[src/rtl/i2s_tx_pkg.sv]
// Shared state encoding and default configuration for the I2S transmit serializer.
package i2s_tx_pkg;

  localparam int unsigned I2S_DATA_WIDTH_DEF = 16;
  localparam int unsigned I2S_SLOT_WIDTH_DEF = 32;
  localparam int unsigned I2S_BCLK_DIV_DEF   = 4;

  typedef enum logic {
    IDLE = 1'b0,
    RUN  = 1'b1
  } i2s_tx_state_e;

endpackage

[src/rtl/i2s_tx_clkgen.sv]
// Bit-clock divider: bclk toggles every BCLK_DIV clk cycles while run is high,
// and fall strobes for the single clk cycle whose edge takes bclk low.
module i2s_tx_clkgen
  import i2s_tx_pkg::*;
#(
  parameter int unsigned BCLK_DIV = I2S_BCLK_DIV_DEF
) (
  input  logic clk,
  input  logic reset_n,
  input  logic run,
  output logic bclk,
  output logic fall
);

  localparam int unsigned DIV_W = (BCLK_DIV > 1) ? $clog2(BCLK_DIV) : 1;
  localparam logic [DIV_W-1:0] DIV_LAST = DIV_W'(BCLK_DIV - 1);

  logic [DIV_W-1:0] div_cnt;
  logic             div_done;

  assign div_done = (div_cnt == DIV_LAST);
  assign fall     = run && bclk && div_done;

  always_ff @(posedge clk or negedge reset_n) begin
    if (!reset_n) begin
      div_cnt <= '0;
      bclk    <= 1'b0;
    end else if (!run) begin
      div_cnt <= '0;
      bclk    <= 1'b0;
    end else if (div_done) begin
      div_cnt <= '0;
      bclk    <= ~bclk;
    end else begin
      div_cnt <= div_cnt + 1'b1;
    end
  end

endmodule

[src/rtl/i2s_tx_serializer.sv]
// I2S transmitter: holding register, frame bit counter and MSB-first serializer.
// Optional I2S_TX_UNDERRUN_CNT_EN adds a saturating 16-bit underrun_count output.
module i2s_tx_serializer
  import i2s_tx_pkg::*;
#(
  parameter int unsigned DATA_WIDTH = I2S_DATA_WIDTH_DEF,
  parameter int unsigned SLOT_WIDTH = I2S_SLOT_WIDTH_DEF,
  parameter int unsigned BCLK_DIV   = I2S_BCLK_DIV_DEF
) (
  input  logic                         clk,
  input  logic                         reset_n,
  input  logic signed [DATA_WIDTH-1:0] audio_left_in,
  input  logic signed [DATA_WIDTH-1:0] audio_right_in,
  input  logic                         sample_valid,
  output logic                         sample_ready,
  output logic                         bclk,
  output logic                         lrclk,
  output logic                         sdata,
  output logic                         underrun,
  output logic                         overrun
`ifdef I2S_TX_UNDERRUN_CNT_EN
  ,
  output logic [15:0]                  underrun_count
`endif
);

  localparam int unsigned FRAME_BITS = 2 * SLOT_WIDTH;
  localparam int unsigned B_W        = $clog2(FRAME_BITS);
  localparam logic [B_W-1:0] B_LAST   = B_W'(FRAME_BITS - 1);
  localparam logic [B_W-1:0] SLOT_POS = B_W'(SLOT_WIDTH);

  i2s_tx_state_e state, state_next;
  logic          start;
  logic          fall;
  logic          wrap;
  logic          capture;

  logic [B_W-1:0] bit_cnt, bit_next, pos_next;
  logic           lr_next;
  logic           data_bit;

  logic signed [DATA_WIDTH-1:0] hold_left, hold_right;
  logic signed [DATA_WIDTH-1:0] tx_left, tx_right, tx_word;
  logic                         hold_full;

  always_ff @(posedge clk or negedge reset_n) begin
    if (!reset_n) state <= IDLE;
    else          state <= state_next;
  end

  always_comb begin
    state_next = state;
    start      = 1'b0;
    case (state)
      IDLE: begin
        if (sample_valid) begin
          state_next = RUN;
          start      = 1'b1;
        end
      end
      RUN:     state_next = RUN;
      default: state_next = IDLE;
    endcase
  end

  i2s_tx_clkgen #(
    .BCLK_DIV(BCLK_DIV)
  ) u_clkgen (
    .clk    (clk),
    .reset_n(reset_n),
    .run    (state == RUN),
    .bclk   (bclk),
    .fall   (fall)
  );

  assign wrap     = fall && (bit_cnt == B_LAST);
  assign bit_next = (bit_cnt == B_LAST) ? '0 : bit_cnt + 1'b1;
  assign lr_next  = (bit_next >= SLOT_POS);
  assign pos_next = lr_next ? bit_next - SLOT_POS : bit_next;
  assign capture  = sample_valid && !start;

  // Slot position 1 carries the MSB; position 0 and positions past DATA_WIDTH stay 0.
  always_comb begin
    tx_word  = lr_next ? tx_right : tx_left;
    data_bit = 1'b0;
    for (int unsigned i = 0; i < DATA_WIDTH; i++) begin
      if (pos_next == B_W'(DATA_WIDTH - i)) data_bit = tx_word[i];
    end
  end

  always_ff @(posedge clk or negedge reset_n) begin
    if (!reset_n) begin
      bit_cnt <= '0;
      lrclk   <= 1'b0;
      sdata   <= 1'b0;
    end else if (fall) begin
      bit_cnt <= bit_next;
      lrclk   <= lr_next;
      sdata   <= data_bit;
    end
  end

  // The very first pair bypasses the holding register: entering RUN is itself
  // the first frame start (b=0), so it goes straight to the shift registers.
  always_ff @(posedge clk or negedge reset_n) begin
    if (!reset_n) begin
      hold_left  <= '0;
      hold_right <= '0;
      hold_full  <= 1'b0;
      tx_left    <= '0;
      tx_right   <= '0;
      underrun   <= 1'b0;
      overrun    <= 1'b0;
    end else begin
      underrun <= wrap && !hold_full;
      overrun  <= capture && hold_full && !wrap;

      if (start) begin
        tx_left  <= audio_left_in;
        tx_right <= audio_right_in;
      end else if (wrap) begin
        tx_left  <= hold_full ? hold_left  : '0;
        tx_right <= hold_full ? hold_right : '0;
      end

      if (capture) begin
        hold_left  <= audio_left_in;
        hold_right <= audio_right_in;
        hold_full  <= 1'b1;
      end else if (wrap) begin
        hold_full  <= 1'b0;
      end
    end
  end

  assign sample_ready = !hold_full;

`ifdef I2S_TX_UNDERRUN_CNT_EN
  always_ff @(posedge clk or negedge reset_n) begin
    if (!reset_n) begin
      underrun_count <= '0;
    end else if (wrap && !hold_full && (underrun_count != '1)) begin
      underrun_count <= underrun_count + 1'b1;
    end
  end
`endif

endmodule

[config.mk]
export PLATFORM = sky130hd
export DESIGN_NAME = i2s_tx_serializer
export DESIGN_NICKNAME = d
export VERILOG_FILES = /design/src/rtl/i2s_tx_pkg.sv /design/src/rtl/i2s_tx_clkgen.sv /design/src/rtl/i2s_tx_serializer.sv
export SDC_FILE = /design/constraint.sdc
export NUM_CORES = 1
export LEC_CHECK = 0
export CELL_PAD_IN_SITES_DETAIL_PLACEMENT = 0
export CELL_PAD_IN_SITES_GLOBAL_PLACEMENT = 1
export CORE_MARGIN = 2
export CORE_UTILIZATION = 46
export CTS_BUF_LIST = sky130_fd_sc_hd__clkbuf_8
export DETAILED_ROUTE_END_ITERATION = 7
export MAX_ROUTING_LAYER = met4
export PLACE_DENSITY_LB_ADDON = 0.25
export SYNTH_ARGS = -nofsm -noshare
export SYNTH_HDL_FRONTEND = slang
export SYNTH_SLANG_ARGS = --single-unit
[constraint.sdc]
create_clock -name clk -period 3.19 [get_ports clk]
set_input_delay 0.638 -clock clk [delete_from_list [all_inputs] [get_ports clk]]
set_output_delay 0.638 -clock clk [all_outputs]
set_load 0.05 [all_outputs]
=== Word-level counts from Yosys, hierarchy flattened ===
Index checks and enable logic that the tools add are counted.
Widths: inputs -> output; s select.

* Bits in registers: 79
* Word-level logic and storage cells: 84
* Output and inout port bits: 6
* Input port bits: 35

* Muxes and demuxes: 34
* $lt $le $gt $ge: 1
* Add/subtract/negate cells: 3
* Eq/ne operators: 19
* Bitwise operators: 2
* Reductions and logical operators: 12

{| class="wikitable"
|+ Operators by type and width
! cell !! count
|-
| $mux 16 || 7
|-
| $eq 6x4->1 const B || 8
|-
| $eq 6x3->1 const B || 4
|-
| $mux 1 || 22
|-
| $eq 6x2->1 const B || 2
|-
| $mux 6 || 2
|-
| $logic_and 1x1->1 || 7
|-
| $add 6x1->6 const B || 1
|-
| $eq 6x1->1 const B || 1
|-
| $eq 6x5->1 const B || 1
|-
| $eq 6x6->1 const B || 1
|-
| $ge 6x6->1 const B || 1
|-
| $sub 6x6->6 const B || 1
|-
| $mux 2 || 2
|-
| $reduce_bool 2->1 || 2
|-
| $logic_not 1->1 || 3
|-
| $add 2x1->2 const B || 1
|-
| $eq 2x2->1 const B || 1
|-
| $ne 2x1->1 const B || 1
|-
| $not 1->1 || 2
|-
| $pmux 1 s2 || 1
|}

=== Logic depth before layout (Yosys ltp) ===
Gate-level depths: netlist of the first run.

* Depth in word-level cells: 21
* Gate-level depth with buffers: 11
* Depth with buffers taken out: 10

=== By module ===
A second synthesis of the first run with hierarchy kept.

* Cells, all modules: 432
* Area, all modules: 4144.0 sq um

{| class="wikitable"
|+ Modules (own cells, without submodules)
! module !! cells an instance !! area each (sq um) !! seq. area each (sq um) !! instances
|-
| i2s_tx_serializer || 423 || 4020.1 || 1901.8 || 1
|-
| i2s_tx_clkgen || 9 || 123.9 || 75.1 || 1
|}

=== Worst setup path before layout of the first run ===
OpenSTA, ideal clock, no wires.

* Path type: register to register
* Start: register bit_cnt[1]
* End: register sdata
* Data arrival time: 2.453 ns
* Clock period less this slack: 2.581 ns
* Stages on the path, launching flop included: 12
* Library setup time: 0.128 ns
* Required time: 3.062 ns
* Path slack: 0.609 ns
* Path buffers: 1
* Cells stage by stage: dfrtp_1 > clkbuf_2 > inv_1 > ha_1 > and3b_4 > a2111oi_4 > a221oi_2 > or4_4 > o221ai_2 > o221ai_2 > a31oi_1 > o22ai_1

* Cells in the longest elaborated chain, start to end: 21
* Elaborated cells between the ends (all ways): 39
* Those cells by class: add/sub: 2; order compare: 1; eq/ne: 17; mux: 19

{| class="wikitable"
|+ Ends and longest elaborated chain
! item !! line !! source
|-
| start, declared || i2s_tx_serializer.sv:38 || <nowiki>logic [B_W-1:0] bit_cnt, bit_next, pos_next;</nowiki>
|-
| start signal, assigned || i2s_tx_serializer.sv:97 || <nowiki>bit_cnt <= bit_next;</nowiki>
|-
| $add 6x1->6 or $eq 6x6->1 (tied branches) || i2s_tx_serializer.sv:77 || <nowiki>assign bit_next = (bit_cnt == B_LAST) ? '0 : bit_cnt + 1'b1;</nowiki>
|-
| $mux 6 * || i2s_tx_serializer.sv:77 ||
|-
| $sub 6x6->6 or $ge 6x6->1 (tied branches) || i2s_tx_serializer.sv:79, i2s_tx_serializer.sv:78 ||
|-
| $mux 6 || i2s_tx_serializer.sv:79 || <nowiki>assign pos_next = lr_next ? bit_next - SLOT_POS : bit_next;</nowiki>
|-
| $eq 6x5->1 || i2s_tx_serializer.sv:87 || <nowiki>if (pos_next == B_W'(DATA_WIDTH - i)) data_bit = tx_word[i];</nowiki>
|-
| $mux 1 (15 in a row) || i2s_tx_serializer.sv:87 ||
|-
| $mux 1 * || i2s_tx_serializer.sv:87 ||
|-
| end signal, assigned || i2s_tx_serializer.sv:99 || <nowiki>sdata <= data_bit;</nowiki>
|-
| end, declared || i2s_tx_serializer.sv:18 || <nowiki>output logic sdata,</nowiki>
|}

Mark *: on every way between the ends. The rest lies on a longest branch, timed or not.
A chain may end at the register's enable or synchronous reset.

=== Worst setup path in the final report of the first run ===
* Start: register bit_cnt[0]
* End: register sdata

The elaborated chain is that of the path after synthesis.

==> results of run 1 <==
==> per-stage QoR <==
stage               setup WS [ns]  hold slack (ns)  total power [mW]
floorplan                   0.609            0.342              2.10
global placement            0.380            0.431              2.36
finish                      0.292            0.425              3.00
CTS                         0.286            0.441              3.03
detailed placement          0.316            0.430              2.38
global route               0.0313            0.472              3.20
==> synth_stat cells, types with 2 or more instances <==
master | instances | share of area
a21oi_1 | 10 | 0.012
a22o_1 | 2 | 0.0043
a22oi_1 | 2 | 0.0037
a31oi_1 | 35 | 0.054
and2_1 | 2 | 0.0031
and3_1 | 3 | 0.0046
buf_6 | 2 | 0.0055
clkbuf_1 | 21 | 0.019
clkbuf_8 | 2 | 0.0068
dfrtp_1 | 79 | 0.49
ha_1 | 6 | 0.018
inv_1 | 6 | 0.0055
mux2_2 | 34 | 0.094
mux2i_1 | 11 | 0.027
nand2_1 | 50 | 0.046
nand2b_1 | 3 | 0.0046
nand3_1 | 37 | 0.045
nand3b_1 | 2 | 0.0037
nand4_1 | 5 | 0.0077
nor2_1 | 43 | 0.040
nor3b_1 | 3 | 0.0055
o2111a_1 | 2 | 0.0055
o21a_1 | 2 | 0.0037
o21ai_0 | 9 | 0.011
o221ai_2 | 2 | 0.0074
o22ai_1 | 3 | 0.0046
or3_1 | 2 | 0.0031
xnor2_1 | 2 | 0.0043
xor2_1 | 3 | 0.0065
==> worst min-delay path by stage <==
stage | start | to | slack, ns | depth (start not counted)
6_report | reset_n | hold_left[15]$_DFFE_PN0P_ | 0.43 | 1
5_1_grt | u_clkgen.div_cnt[0]$_DFF_PN0_ | u_clkgen.div_cnt[0]$_DFF_PN0_ | 0.47 | 1
4_1_cts | u_clkgen.div_cnt[0]$_DFF_PN0_ | u_clkgen.div_cnt[0]$_DFF_PN0_ | 0.44 | 1
3_5_place_dp | u_clkgen.div_cnt[0]$_DFF_PN0_ | u_clkgen.div_cnt[0]$_DFF_PN0_ | 0.43 | 1
3_3_place_gp | u_clkgen.div_cnt[0]$_DFF_PN0_ | u_clkgen.div_cnt[0]$_DFF_PN0_ | 0.43 | 1
2_1_floorplan | reset_n | bit_cnt[0]$_DFFE_PN0P_ | 0.34 | 0
==> cell families (layout without fill, tap and decap cells) <==
| family | after synthesis | in the layout | synth area share |
|---|---|---|---|
| muxes | 46 | 46 | 0.124 |
| AOI/OAI and AO/OA | 77 | 77 | 0.133 |
| buffers and inverters | 35 | 70 | 0.0443 |
| DFF | 79 | 79 | 0.486 |
| adders and majority gates | 6 | 6 | 0.0184 |
| and+or+nand+nor | 159 | 159 | 0.184 |
| xor gates and xnor gates | 5 | 5 | 0.0108 |
==> routing by layer <==
layer	wire [µm]	global-route usage	part of all wire	vias up
met5	0	-	0	-
met4	246	0.0887	0.026	0
met3	366	0.0272	0.038	17
met2	4410	0.329	0.46	59
met1	4500	0.296	0.47	1550
li1	-	-	-	1520
==> flip-flops by register name (all words and copies together), names as in the netlist <==
| signal | flops |
|---|---|
| bit_cnt | 6 |
| hold_full | 1 |
| hold_left | 16 |
| hold_right | 16 |
| lrclk | 1 |
| overrun | 1 |
| sdata | 1 |
| state | 1 |
| tx_left | 16 |
| tx_right | 16 |
| u_clkgen.bclk | 1 |
| u_clkgen.div_cnt | 2 |
| underrun | 1 |
==> area by class of cell <==
| type | count | area, µm² | share of cell area |
|---|---|---|---|
| clock buffer | 9 | 124 | 0.0265 |
| clock inverter | 6 | 38.8 | 0.00828 |
| inverter | 6 | 22.5 | 0.00481 |
| multi-input combinational | 293 | 1920 | 0.410 |
| sequential | 79 | 1980 | 0.422 |
| tap | 108 | 135 | 0.0289 |
| timing repair buffer | 49 | 465 | 0.0994 |
==> power groups by stage <==
| stage | registers (mW) | clock network, mW | logic [mW] |
|---|---|---|---|
| finish | 1.31 | 0.645 | 1.05 |
| global route | 1.34 | 0.710 | 1.15 |
| CTS | 1.31 | 0.667 | 1.05 |
| detailed placement | 1.33 | 0 | 1.04 |
| global placement | 1.33 | 0 | 1.03 |
| floorplan | 1.31 | 0 | 0.789 |
==> flow_summary.ini, run 1 <==
[power]
sequentialPowerShare = 0.436
swShare = 0.371
p_leak_nw = 1.98
combPwrFrac = 0.349
irDropWorstVdd_uv = 261
power.internal_mw = 1.89
p_per_area_nw_per_um2 = 641
p_clk_frac = 0.215
p_sw_mw = 1.12

[sta]
slew_headroom = 0.326
period_share = 0.909
setup_viol = 0
period_needed_ns = 2.90
hold_violations = 0
fin_worst_skew_ns = 0.00992
tightest_slew_ns = 1.01
tns_ns = 0
grt_setup_unrepaired = no
max_freq_ghz = 0.345
finalMaxSlewViolations = 0

[placed_design]
numPortBuffers = 40
placed_area_um2 = 4520
post-place-cells = 535
dp_hpwl_um = 6380
gp_congestion = 0.900

[worst_setup_path]
cp-endpoint = sdata$_DFFE_PN0P_
critical_path.startpoint_type = flop
r2r-start = bit_cnt[0]$_DFFE_PN0P_
cp-startpoint = bit_cnt[0]$_DFFE_PN0P_
critical_path_depth = 9
cp_max_fo = 13
rrSetupSlack_ns = 0.29
cpMostUsedCell = o22ai_1
crit_arrival_ns = 3.13
worst-path-buf-inv = 0
crit_slowest_cell = dfrtp_1
r2r_end = sdata$_DFFE_PN0P_
path_cells = ha_1 -> a21oi_2 -> o21ai_0 -> nand2_2 -> mux2_1 -> o311ai_0 -> o22ai_1 -> a31oi_1 -> o22ai_1
worstSetupPathType = reg2reg
cp-end-kind = flop
critPathTopFamily = compound AO/OA/AOI/OAI gates
slowest_delay_ns = 0.59
crit_required_ns = 3.42
r2r_cells = 9

[drt]
vias = 3146
wl_um = 9520
final_antenna_net_count = 0
first_iter_violations = 169
routedWlPerCell_um = 17.3
dr.pass1.iters = 5
route.detailed.drc = 0
via_per_inst = 5.72

[clock_network]
clkSlewWorstSetupHoldPaths_ns = 0.08
holdBufCountCts = 0
h-tree-depth = 3
cts_resized = 0
cts.sinks = 79
clkLatencyLatePin_ns = 0.35
cts_tree = built
cts_made_buffers = 9
postCtsSetupBuffers = 0
cts_root_buf = clkbuf_8
cts_buffer_depth = 2

[logic_synthesis]
syn_area_per_cell_um2 = 10.0
synth_edf_count = 0
synth_fp_nets = 448
synth_cells = 407
synth_ff_type = dfrtp_1
yosysSeqAreaShare = 0.486
ys_async_sr_fraction = 1.00
synth_cell_type_count = 53
yosys_warnings = 0
ys_seq_elements = 79
syn-cell-area_um2 = 4070

[die]
start_util = 0.471
die_h_um = 98.1
core_um2 = 8640
die_w_um = 98.1
dieArea_um2 = 9620
pin_count = 41
rows = 34

[layout]
fin_area_um2 = 4680
area_growth_pct = 15.0
nets = 479
insertedDiodeCount = 0
final_cell_mix = 79 x dfrtp_1, 50 x nand2_1, 42 x nor2_1
fillers = 785
drive_gt1_frac = 0.165
fin_cells = 550
final_core_util = 0.542
mostFrequentLayoutCell = dfrtp_1

[global_route]
grt_max_degree = 80
grtUsageTotal = 0.217
grt_pass1_vias = 3132
grt.overflow.total = 0
antenna_found_initial = 0
grt_pass1_wl_um = 16000

[status]
status = complete, no violations

[min_path]
hold_path_class = in2async

[flow_run]
cap_violations = 0
No activity file was read; power rests on OpenSTA's default activity.
==> inputs of run 2 (changes only) <==
--- a/config.mk
+++ b/config.mk
@@ -7,12 +7,12 @@
 export LEC_CHECK = 0
 export CELL_PAD_IN_SITES_DETAIL_PLACEMENT = 0
 export CELL_PAD_IN_SITES_GLOBAL_PLACEMENT = 1
-export CORE_MARGIN = 2
 export CORE_UTILIZATION = 46
 export CTS_BUF_LIST = sky130_fd_sc_hd__clkbuf_8
 export DETAILED_ROUTE_END_ITERATION = 7
 export MAX_ROUTING_LAYER = met4
 export PLACE_DENSITY_LB_ADDON = 0.25
+export SKIP_LAST_GASP = 1
 export SYNTH_ARGS = -nofsm -noshare
 export SYNTH_HDL_FRONTEND = slang
 export SYNTH_SLANG_ARGS = --single-unit
==> run 2 against run 1 <==
  * First-iteration DRC count fell by 2.4%
  * Sequential share of layout area fell by 0.70 points
  * Final cell count fell by 0.73%
  * Sequential power barely moved
  * Design area rose by 1.7%
  * Critical path depth did not move
  * Non-clock buffer count fell by 1
  * Clock power rose by 40%
  * Total power rose by 8.2%
  * Via count rose by 0.25%
  * Critical endpoint unchanged
  * Highest routed layer unchanged
==> flow_summary.ini, run 2 (synthesis results as in run 1) <==
[sta]
period_share = 0.910
tns_ns = 0
fin_worst_skew_ns = 0.0117
tightest_slew_ns = 0.987
hold_violations = 0
max_freq_ghz = 0.344
period_needed_ns = 2.90
grt_setup_unrepaired = no
setup_viol = 0
slew_headroom = 0.342
finalWorstSetupSlack_ns = 0.286
finalMaxSlewViolations = 0
whs_ns = 0.429

[worst_setup_path]
rrSetupSlack_ns = 0.29
cpMostUsedCell = o22ai_1
worst-path-buf-inv = 0
cp_max_fo = 13
critPathTopFamily = compound AO/OA/AOI/OAI gates
crit_arrival_ns = 3.14
crit_required_ns = 3.43
slowest_delay_ns = 0.59
critical_path.startpoint_type = flop
path_cells = ha_1 -> a21oi_2 -> o21ai_0 -> nand2_2 -> mux2_1 -> o311ai_0 -> o22ai_1 -> a31oi_1 -> o22ai_1
cp-end-kind = flop
worstSetupPathType = reg2reg
crit_slowest_cell = dfrtp_1

[clock_network]
clkSlewWorstSetupHoldPaths_ns = 0.08
cts_tree = built
clkLatencyLatePin_ns = 0.36
cts_root_buf = clkbuf_8
h-tree-depth = 3
cts.sinks = 79
postCtsSetupBuffers = 0
cts_made_buffers = 9
holdBufCountCts = 0
cts_resized = 0
cts_buffer_depth = 2

[layout]
drive_gt1_frac = 0.163
area_growth_pct = 16.9
mostFrequentLayoutCell = dfrtp_1
final_core_util = 0.568
final_cell_mix = 79 x dfrtp_1, 50 x nand2_1, 42 x nor2_1
nets = 478
insertedDiodeCount = 0

[power]
p_per_area_nw_per_um2 = 682
irDropWorstVdd_uv = 304
p_leak_nw = 2.01

[drt]
route.detailed.drc = 0
vias = 3154
dr.pass1.iters = 4
first_iter_violations = 165
final_antenna_net_count = 0
via_per_inst = 5.78
wl_um = 9530
routedWlPerCell_um = 17.5

[die]
start_util = 0.486
core_um2 = 8380
die_h_um = 96.1
die_w_um = 96.1
dieArea_um2 = 9230
rows = 33
pin_count = 41

[placed_design]
dp_hpwl_um = 6480
numPortBuffers = 40
pre_cts_ws_ns = 0.331
gp_congestion = 0.886

[global_route]
antenna_found_initial = 0
grt_max_degree = 80
grtUsageTotal = 0.237
grt_pass1_wl_um = 15700
grt_pass1_vias = 3075
grt.overflow.total = 0

[flow_run]
cap_violations = 0

[status]
status = complete, no violations

[min_path]
hold_path_class = in2async
-- run 2: cell count changes in the layout (fill, tap and decap cells not counted) --
cell	before	now
clkinv_2	3	0
buf_12	0	1
buf_4	10	8
bufinv_16	0	3
clkinvlp_4	2	0
inv_6	0	2
-- run 2: path summary, 6_finish.rpt --
check,from,to,cells after the start
worst max-delay path,bit_cnt[0]$_DFFE_PN0P_,sdata$_DFFE_PN0P_,9
worst min-delay path,reset_n,hold_left[15]$_DFFE_PN0P_,1
worst max register to register,bit_cnt[0]$_DFFE_PN0P_,sdata$_DFFE_PN0P_,9
worst min register to register,u_clkgen.div_cnt[0]$_DFF_PN0_,u_clkgen.div_cnt[0]$_DFF_PN0_,1
max in group asynchronous,reset_n,bit_cnt[1]$_DFFE_PN0P_,1
min in group clk,u_clkgen.div_cnt[0]$_DFF_PN0_,u_clkgen.div_cnt[0]$_DFF_PN0_,1
-- run 2: area by class of cell --
cell class / instances / area [µm²]
clock buffers: 9 / 124
clock inverters: 6 / 116
fillers: 764 / 3620
inverters: 6 / 22.5
multi-input cells: 293 / 1920
flip-flops and latches: 79 / 1980
well taps: 105 / 131
repair buffers: 48 / 470
-- run 2: power breakdown --
group | internal [mW] | leakage [nW] | switching, mW
registers | 1.15 | 0.885 | 0.184
clock network | 0.522 | 0.120 | 0.383
logic | 0.447 | 1.01 | 0.562
total | 2.12 | 2.01 | 1.13
-- run 2: per-layer routing --
metal,vias to the layer above,track usage,wire length [µm]
li1,1510,-,-
met1,1578,0.313,4400
met2,55,0.363,4560
met3,11,0.0616,452
met4,0,0.0622,116
met5,-,-,0
-- run 2: worst reg2reg max path, stage by stage, from the launching register on --
cell and delay [ns]:
dfrtp_1 0.59, ha_1 0.48, a21oi_2 0.15, o21ai_0 0.29, nand2_2 0.22, mux2_1 0.35
o311ai_0 0.30, o22ai_1 0.12, a31oi_1 0.18, o22ai_1 0.11
-- run 2: through the flow --
stage	power, mW	cell area, µm²	instances
after floorplan	2.10	4070	407
after global placement	2.33	4520	531
final	3.25	4760	546
after CTS	3.27	4760	546
after global routing	3.44	4760	546
after detailed placement	2.35	4520	531
==> inputs of run 3 (changes only) <==
--- a/config.mk
+++ b/config.mk
@@ -5,9 +5,10 @@
 export SDC_FILE = /design/constraint.sdc
 export NUM_CORES = 1
 export LEC_CHECK = 0
+export ABC_AREA = 1
 export CELL_PAD_IN_SITES_DETAIL_PLACEMENT = 0
 export CELL_PAD_IN_SITES_GLOBAL_PLACEMENT = 1
-export CORE_UTILIZATION = 46
+export CORE_UTILIZATION = 44
 export CTS_BUF_LIST = sky130_fd_sc_hd__clkbuf_8
 export DETAILED_ROUTE_END_ITERATION = 7
 export MAX_ROUTING_LAYER = met4
==> run 3 against run 2 <==
  * Routed wire length is 3.2% lower
  * Critical endpoint unchanged
  * Sequential cell count stayed put
  * Clock power is 23% lower
  * Register-to-register slack better by 0.31 ns
  * Largest cell class unchanged
==> flow_summary.ini, run 3 <==
[flow_run]
cap_violations = 0

[worst_setup_path]
cp_max_fo = 24
critical_path.startpoint_type = flop
rrSetupSlack_ns = 0.59
crit_required_ns = 3.48
cp-startpoint = bit_cnt[0]$_DFFE_PN0P_
r2r-start = bit_cnt[0]$_DFFE_PN0P_
r2r_end = sdata$_DFFE_PN0P_
crit_arrival_ns = 2.89
worstSetupPathType = reg2reg
r2r_cells = 26
cp-end-kind = flop

[logic_synthesis]
synth_fp_nets = 494
synth_edf_count = 0
synth_most_common_cell = nand2_1
ys_seq_elements = 79
synth_cell_type_count = 32
yosysSeqAreaShare = 0.520
yosys_warnings = 0
yosysTopAreaCellShare = 0.520
ys_async_sr_fraction = 1.00
synth_cells = 453
syn-cell-area_um2 = 3800
synth_area_leaders = dfrtp_1 52%, nand2_1 9.6%, inv_1 6.5%
yosysTopAreaCell = dfrtp_1
syn_area_per_cell_um2 = 8.39
synth_ff_type = dfrtp_1
synth_common_cells = 97 x nand2_1, 79 x dfrtp_1, 66 x inv_1, 45 x o21ai_0, 32 x nor2_1

[die]
pin_count = 41
die_h_um = 95.0
dieArea_um2 = 9020
start_util = 0.458
rows = 33
die_w_um = 95.0
core_um2 = 8300

[placed_design]
dp_hpwl_um = 6310
numPortBuffers = 40
post-place-cells = 587
pre_cts_ws_ns = 0.626
gp_congestion = 0.870

[clock_network]
cts_tree = built
cts_resized = 0
postCtsSetupBuffers = 0
h-tree-depth = 3
cts_made_buffers = 9
clkSlewWorstSetupHoldPaths_ns = 0.09
cts.sinks = 79
holdBufCountCts = 0
cts_root_buf = clkbuf_8
clkLatencyLatePin_ns = 0.36
cts_buffer_depth = 2

[drt]
first_iter_violations = 166
routedWlPerCell_um = 15.3
dr.pass1.iters = 5
final_antenna_net_count = 0
route.detailed.drc = 0
via_per_inst = 5.15
wl_um = 9230
vias = 3103

[global_route]
grt.overflow.total = 0
antenna_found_initial = 0
met3_usage = 0.0483
grt_max_degree = 80
grt_most_used_layer = met2
met2_usage = 0.362
grtUsageTotal = 0.240
gr-usage-met1 = 0.333
grt_pass1_wl_um = 15700
grt_pass1_vias = 3022

[sta]
finalWorstSetupSlack_ns = 0.593
finalMaxSlewViolations = 0
period_needed_ns = 2.60
setup_viol = 0
slew_headroom = 0.335
max_freq_ghz = 0.385
tns_ns = 0
hold_violations = 0
period_share = 0.814
fin_worst_skew_ns = 0.0123
tightest_slew_ns = 0.998
grt_setup_unrepaired = no

[power]
report.power.total_mw = 1.89
p_per_area_nw_per_um2 = 422
p_leak_nw = 2.13
irDropWorstVdd_uv = 265

[layout]
insertedDiodeCount = 0
multi_input_area_um2 = 1480
seqCellArea_um2 = 1980
mostFrequentLayoutCell = nand2_1
area_growth_pct = 17.9
final_cell_mix = 97 x nand2_1, 79 x dfrtp_1, 67 x inv_1
drive_gt1_frac = 0.0904
fillers = 785
nets = 534
final_core_util = 0.540
fin_cells = 603

[status]
status = complete, no violations

[min_path]
hold_path_class = in2async
[run 3: changes by cell type in the layout (fill, tap and decap cells not counted), moves of 10 or more]
cell / delta
a31oi_1: -32
inv_1: +61
mux2_2: -32
mux2i_1: -11
nand2_1: +47
nor2_1: -10
o211ai_1: +14
o21ai_0: +36
o221ai_1: +10
[run 3: cell type report]
cell class,instances,area share
clock buffer,10,0.0307
timing repair buffer,46,0.0988
sequential,79,0.441
clock inverter,6,0.00977
inverter,73,0.0611
tap,105,0.0293
multi-input combinational,284,0.329
[run 3: critical path: stages, from the launching register on]
cell and delay, ns:
dfrtp_1 0.44, ha_1 0.25, nand2_2 0.10, nor2_2 0.06, nor2_2 0.18, nand2_4 0.19
nand2_1 0.11, o21ai_0 0.09, o21ai_0 0.15, nand2_1 0.06, nor2_1 0.09, nand2_1 0.06
nand2_1 0.05, nand2_1 0.05, nand2_1 0.06, nand2_1 0.05, nand2_1 0.05, nand2_1 0.04
nand2_1 0.05, nand2_1 0.05, nand2_1 0.06, nand2_1 0.05, nand2_1 0.05, nand2_1 0.04
nand2_1 0.05, nand2_1 0.05, nand2_1 0.05
[run 3: logic make-up after synthesis]
kind of cell	after synthesis	share of synthesized area
simple gates	177	0.197
compound gates	97	0.158
buf+inv	90	0.0921
flops	79	0.520
fa+ha+maj	6	0.0197
xor+xnor	2	0.00658
mux	2	0.00592
[run 3: layer usage]
metal	share of wire	vias to the layer above
met3	0.028	5
met2	0.47	54
met4	0.0054	0
met1	0.50	1491
li1	-	1553
met5	0	-
[run 3: worst max-delay path by stage]
stage	end	cells after the start	slack (ns)
after floorplan	sdata$_DFFE_PN0P_	26	0.93
after global placement	sdata$_DFFE_PN0P_	26	0.71
after detailed placement	sdata$_DFFE_PN0P_	25	0.63
after CTS	sdata$_DFFE_PN0P_	26	0.59
after global routing	sdata$_DFFE_PN0P_	26	0.18
final	sdata$_DFFE_PN0P_	26	0.59
[run 3: per-stage QoR]
stage | area [µm²] | hold slack [ns]
finish | 4480 | 0.425
global route | 4480 | 0.475
CTS | 4480 | 0.442
global placement | 4300 | 0.428
detailed placement | 4300 | 0.431
floorplan | 3800 | 0.342
[run 3: report_power, final]
group	internal, mW	switching (mW)
Clock	0.308	0.387
Combinational	0.0608	0.0684
Sequential	1.04	0.0222
Total	1.41	0.477
